===== src/rtl/game_params_pkg.sv =====
// rtl/game_params_pkg.sv - shared playfield, paddle and direction definitions
// Used by the ball and player controllers so both agree on geometry.
package game_params_pkg;

  localparam int SCREEN_W = 640;
  localparam int SCREEN_H = 480;
  localparam int PADDLE_W = 32;
  localparam int PADDLE_H = 16;

  localparam logic [9:0] BALL_RESET_X = 10'd316;
  localparam logic [9:0] BALL_RESET_Y = 10'd452;

  typedef enum logic {
    DIR_POS = 1'b0,
    DIR_NEG = 1'b1
  } dir_t;

  typedef enum logic [1:0] {
    BALL_HELD   = 2'd0,
    BALL_MOVING = 2'd1,
    BALL_LOST   = 2'd2
  } ball_state_t;

endpackage


===== src/rtl/tick_gen.sv =====
// rtl/tick_gen.sv - free-running divider producing a one-cycle motion tick
// Counter is held at zero while disabled, so enabling restarts a full period.
module tick_gen #(
  parameter int TICK_DIV = 250000
) (
  input  logic clk,
  input  logic reset,
  input  logic enable,
  output logic tick
);

  localparam int CW = (TICK_DIV > 1) ? $clog2(TICK_DIV) : 1;
  localparam logic [CW-1:0] LAST = CW'(TICK_DIV - 1);

  logic [CW-1:0] count;

  always_ff @(posedge clk or posedge reset) begin
    if (reset) begin
      count <= '0;
    end else if (!enable || count == LAST) begin
      count <= '0;
    end else begin
      count <= count + CW'(1);
    end
  end

  assign tick = enable && (count == LAST);

endmodule


===== src/rtl/ball_controller.sv =====
// rtl/ball_controller.sv - ball serve, motion, wall/paddle reflection and loss
// Positions are widened to 11 bits for every comparison so no sum can wrap.
module ball_controller
  import game_params_pkg::*;
#(
  parameter int BALL_SIZE  = 8,
  parameter int STEP       = 2,
  parameter int TICK_DIV   = 250000,
  parameter int LOST_TICKS = 100
) (
  input  logic       CLOCK_50,
  input  logic       reset,
  input  logic       launch_button,
  input  logic [9:0] player_x,
  input  logic [9:0] player_y,
  output logic [9:0] ball_x,
  output logic [9:0] ball_y,
  output logic       ball_active,
  output logic       miss
);

  localparam logic [10:0] BS     = 11'(BALL_SIZE);
  localparam logic [10:0] ST     = 11'(STEP);
  localparam logic [10:0] PW     = 11'(PADDLE_W);
  localparam logic [10:0] CENTER = 11'(PADDLE_W / 2 - BALL_SIZE / 2);
  localparam logic [10:0] X_MAX  = 11'(SCREEN_W - BALL_SIZE);
  localparam logic [10:0] Y_LOSS = 11'(SCREEN_H - BALL_SIZE);
  localparam int LCW = (LOST_TICKS > 1) ? $clog2(LOST_TICKS) : 1;
  localparam logic [LCW-1:0] LOST_LAST = LCW'(LOST_TICKS - 1);

  ball_state_t    state, state_d;
  dir_t           dx, dx_d, dy, dy_d;
  logic [9:0]     bx_d, by_d;
  logic [LCW-1:0] lost_cnt, lost_cnt_d;
  logic           miss_d;
  logic [2:0]     sync_q;
  logic           launch_evt;
  logic           tick;
  logic           paddle_hit;
  logic [10:0]    bx11, by11, px11, py11;

  // sync_q[1:0] is the 2-FF synchronizer; sync_q[2] remembers the previous level
  always_ff @(posedge CLOCK_50 or posedge reset) begin
    if (reset) sync_q <= 3'b111;
    else       sync_q <= {sync_q[1:0], launch_button};
  end
  assign launch_evt = sync_q[2] && !sync_q[1];

  tick_gen #(.TICK_DIV(TICK_DIV)) u_tick_gen (
    .clk    (CLOCK_50),
    .reset  (reset),
    .enable (state != BALL_HELD),
    .tick   (tick)
  );

  assign bx11 = {1'b0, ball_x};
  assign by11 = {1'b0, ball_y};
  assign px11 = {1'b0, player_x};
  assign py11 = {1'b0, player_y};

  assign paddle_hit = (dy == DIR_POS)
                   && (by11 + BS <= py11)
                   && (by11 + BS + ST >= py11)
                   && (bx11 + BS > px11)
                   && (bx11 < px11 + PW);

  always_comb begin
    state_d    = state;
    bx_d       = ball_x;
    by_d       = ball_y;
    dx_d       = dx;
    dy_d       = dy;
    lost_cnt_d = lost_cnt;
    miss_d     = 1'b0;
    case (state)
      BALL_HELD: begin
        bx_d = 10'(px11 + CENTER);
        by_d = 10'(py11 - BS);
        if (launch_evt) begin
          state_d = BALL_MOVING;
          dx_d    = DIR_POS;
          dy_d    = DIR_NEG;
        end
      end
      BALL_MOVING: begin
        if (tick) begin
          if (dx == DIR_POS) begin
            if (bx11 + ST > X_MAX) begin
              bx_d = 10'(X_MAX);
              dx_d = DIR_NEG;
            end else begin
              bx_d = 10'(bx11 + ST);
            end
          end else if (bx11 < ST) begin
            bx_d = '0;
            dx_d = DIR_POS;
          end else begin
            bx_d = 10'(bx11 - ST);
          end

          if (dy == DIR_NEG) begin
            if (by11 < ST) begin
              by_d = '0;
              dy_d = DIR_POS;
            end else begin
              by_d = 10'(by11 - ST);
            end
          end else if (paddle_hit) begin
            by_d = 10'(py11 - BS);
            dy_d = DIR_NEG;
          end else if (by11 + ST >= Y_LOSS) begin
            // the ball freezes where it fell through
            state_d = BALL_LOST;
            miss_d  = 1'b1;
            bx_d    = ball_x;
            by_d    = ball_y;
          end else begin
            by_d = 10'(by11 + ST);
          end
        end
      end
      BALL_LOST: begin
        if (tick) begin
          if (lost_cnt == LOST_LAST) begin
            state_d    = BALL_HELD;
            lost_cnt_d = '0;
            dx_d       = DIR_POS;
            dy_d       = DIR_NEG;
          end else begin
            lost_cnt_d = lost_cnt + LCW'(1);
          end
        end
      end
      default: state_d = BALL_HELD;
    endcase
  end

  always_ff @(posedge CLOCK_50 or posedge reset) begin
    if (reset) begin
      state    <= BALL_HELD;
      ball_x   <= BALL_RESET_X;
      ball_y   <= BALL_RESET_Y;
      dx       <= DIR_POS;
      dy       <= DIR_NEG;
      lost_cnt <= '0;
      miss     <= 1'b0;
    end else begin
      state    <= state_d;
      ball_x   <= bx_d;
      ball_y   <= by_d;
      dx       <= dx_d;
      dy       <= dy_d;
      lost_cnt <= lost_cnt_d;
      miss     <= miss_d;
    end
  end

  assign ball_active = (state != BALL_LOST);

endmodule


===== config.mk =====
export PLATFORM = sky130hd
export DESIGN_NAME = ball_controller
export DESIGN_NICKNAME = d
export VERILOG_FILES = /design/src/rtl/game_params_pkg.sv /design/src/rtl/tick_gen.sv /design/src/rtl/ball_controller.sv
export SDC_FILE = /design/constraint.sdc
export NUM_CORES = 1
export LEC_CHECK = 0
export ABC_CLOCK_PERIOD_IN_PS = 5550
export BUFFER_PORTS_ARGS = -buffer_cell sky130_fd_sc_hd__buf_2
export CORE_MARGIN = 2
export CORE_UTILIZATION = 45
export DETAILED_ROUTE_END_ITERATION = 8
export GPL_TIMING_DRIVEN = 1
export SETUP_SLACK_MARGIN = 0.1
export SLEW_MARGIN = 20
export SYNTH_ARGS = -nofsm -noshare
export SYNTH_HDL_FRONTEND = slang
export SYNTH_SLANG_ARGS = --single-unit
export TNS_END_PERCENT = 30

===== constraint.sdc =====
create_clock -name CLOCK_50 -period 5.55 [get_ports CLOCK_50]
set_clock_uncertainty 0.15 [all_clocks]
set_input_delay 0.8325 -clock CLOCK_50 [delete_from_list [all_inputs] [get_ports CLOCK_50]]
set_output_delay 0.8325 -clock CLOCK_50 [all_outputs]
set_load 0.01 [all_outputs]

==> results_dict.tcl <==
set metrics [dict create \
    grt_max_degree 54 \
    portBuffers 44 \
    cp_max_fo 15 \
    cpMostUsedCell "ha_1" \
    grt_antenna_before_repair 0 \
    netlist_area_um2 5130 \
    outcome "complete, no violations" \
    cts_resized 0 \
    finalNetCount 715 \
    critPathCapture "ball_y[7]" \
    vdd_drop_max_mv 0.245 \
    cts_root_buffer "clkbuf_16" \
    dieWidth_um 111 \
    critPathSlowestCell "dfrtp_1" \
    crit_chain "ha_1, nand3_1, xor2_1, inv_1, ha_1, nand4_1, nor4bb_1, a21oi_1, o41ai_1, o2111ai_2, o21ai_0, buf_4, mux2_2, mux2_4" \
    first_global_vias 4495 \
    final_cells 785 \
    min_path_type "register to register" \
    slowest_delay_ns 0.63 \
    cts.clk_slew.worst_paths_ns 0.07 \
    drt-initial-drc-count 392 \
    hold_buffers 0 \
    dp_slack_ns 1.22 \
    layout_common_cells "57 x nor2_1, 51 x ha_1, 45 x nand2_1" \
    cp.required_ns 5.62 \
    rows 39 \
    numCtsBuffers 5 \
    insertion_delay_ns 0.29 \
    cts_max_path_buffers 2 \
    slew-limit-headroom_pct 41.0 \
    period_share_pct 80.5 \
    placed_cells 777 \
    async_flop_share_pct 100 \
    fin_crit_ns 4.47 \
    dieArea_um2 12300 \
    arrival_ns 4.54 \
    pin_count 45 \
    powerDensity_nw_per_um2 460 \
    hpwl_um 10200 \
    clock_sinks 53 \
    drv_cap 0 \
    synth_nets 688 \
    max_freq_mhz 224 \
    fin_ws_ns 1.08 \
    r2r-end "ball_y[7]" \
    yosysWarnings 0 \
    cts_max_level 2 \
    synth_top_area_cell "dfrtp_1" \
    grt_pass1_wl_um 22500 \
    rr_worst_depth 14 \
    crit_type "register to register" \
    post_cts.repair.setup_buffers 0 \
    critPathLaunchType "register" \
    drc 0 \
    synth_ff_type "dfrtp_1" \
    final-hold-violation-count 0 \
    ys_seq_area_share_pct 26.2 \
    initial_core_util_pct 45.5 \
    yosysTopAreaCellShare_pct 19.5 \
    ant_nets 0 \
    yosys_register_bits 53 \
    n_antenna_cell 0 \
    post_drt_wl_per_cell_um 17.2 \
    synth_cells 614 \
    cts_tree "built" \
    leakagePower_uw 0.00243 \
    dr.pass1.iters 5 \
    synthTopCellsByArea "dfrtp_1 19%, ha_1 12%, xnor2_1 7.3%" \
    synth_edf_count 0 \
    areaGrowthSynthToFinish_pct 8.53 \
    final_common_cell "nor2_1" \
    rsz0062_at_grt "false" \
    drive_gt1_share_pct 15.9 \
    vias 4532 \
    core_um2 11300 \
    gp_congestion 0.954 \
    fin_tns_setup_ns 0 \
    worst_slew_pin_slew_ns 0.883 \
    grt.total_usage_pct 22.2 \
    chipHeight_um 111 \
    r2r-start "ball_y[4]" \
    drt-total-wl_um 13500 \
    reg2reg_slack_ns 1.08 \
    setup_viol 0 \
    hold_slack_ns 0.210 \
    ys_types 67 \
    avgSynthCellArea_um2 8.36 \
    cp-startpoint "ball_y[4]" \
    avgViaCountPerCell 5.77 \
    worstSetupEndpointType "register" \
    grt_overflow 0 \
    drv_slew 0 \
]
[report_power, final]
part,total (µW),internal [µW],leakage (µW),switching (µW)
registers,796,506,0.000664,290
clock network,316,168,0.0000738,148
logic,1450,670,0.00169,783
[layout make-up]
| cell class | count | area [µm²] |
|---|---|---|
| Sequential cell | 53 | 1340 |
| Clock buffer | 5 | 125 |
| Clock inverter | 3 | 22.5 |
| Multi-Input combinational cell | 495 | 3520 |
| Inverter | 40 | 150 |
| Timing Repair Buffer | 46 | 235 |
| Tap cell | 143 | 179 |
| Fill cell | 1109 | 5700 |
[state kept, by name, summed over array words and instances, names as in the netlist]
register / cells
u_tick_gen.count: 18
ball_x: 10
ball_y: 10
lost_cnt: 7
sync_q: 3
state: 2
dx: 1
dy: 1
miss: 1
[cell usage after synthesis (10+ instances only)]
cell type	count
nor2_1	57
ha_1	51
nand2_1	45
xnor2_1	43
dfrtp_1	40
inv_1	38
o21ai_0	37
nand3_1	31
a21oi_1	29
clkbuf_1	17
nor3_1	16
xor2_1	14
dfstp_2	13
mux2_2	12
and3_1	10
mux2i_1	10
[routing by layer]
layer / global-route usage, % / vias to the layer above / wire [µm]
met3: 3.34 / 25 / 557
met5: 0 / - / 0
met4: 8.08 / 0 / 370
met2: 37.1 / 114 / 6370
li1: - / 2264 / -
met1: 29.3 / 2129 / 6190
[cells by family (layout without fill, tap and decap cells)]
group / count (synthesis) / after routing / synth area share [%]
simple gates: 223 / 223 / 22.1
compound gates: 135 / 135 / 17.5
buf+inv: 66 / 94 / 5.41
xor+xnor: 59 / 59 / 10.4
flops: 53 / 53 / 26.2
fa+ha+maj: 51 / 51 / 12.4
mux: 27 / 27 / 6.04
[critical path, delay by kind of cell (launching register included)]
kind / cells / cell delay (ns)
AOI/OAI and AO/OA: 4 / 0.98
adders and majority gates: 2 / 0.67
DFF: 1 / 0.63
muxes: 2 / 0.61
and+or+nand+nor: 3 / 0.56
buffers and inverters: 2 / 0.41
xor gates and xnor gates: 1 / 0.38
[metrics by stage]
step / power (µW) / utilization, % / instance area [µm²]
after floorplan: 1850 / - / 5130
after global placement: 2210 / 48.1 / 5420
after detailed placement: 2240 / 48.1 / 5420
after CTS: 2570 / 49.4 / 5570
after global routing: 2810 / 49.4 / 5570
final: 2570 / 49.4 / 5570
[how the worst min path moves through the flow]
stage	startpoint	to	slack [ns]	cells after the start
floorplan	sync_q[0]	sync_q[1]	0.20	0
global placement	sync_q[0]	sync_q[1]	0.20	0
detailed placement	sync_q[0]	sync_q[1]	0.20	0
CTS	sync_q[0]	sync_q[1]	0.21	0
global route	sync_q[0]	sync_q[1]	0.21	0
finish	sync_q[0]	sync_q[1]	0.21	0
No activity file was read; power rests on OpenSTA's default activity.
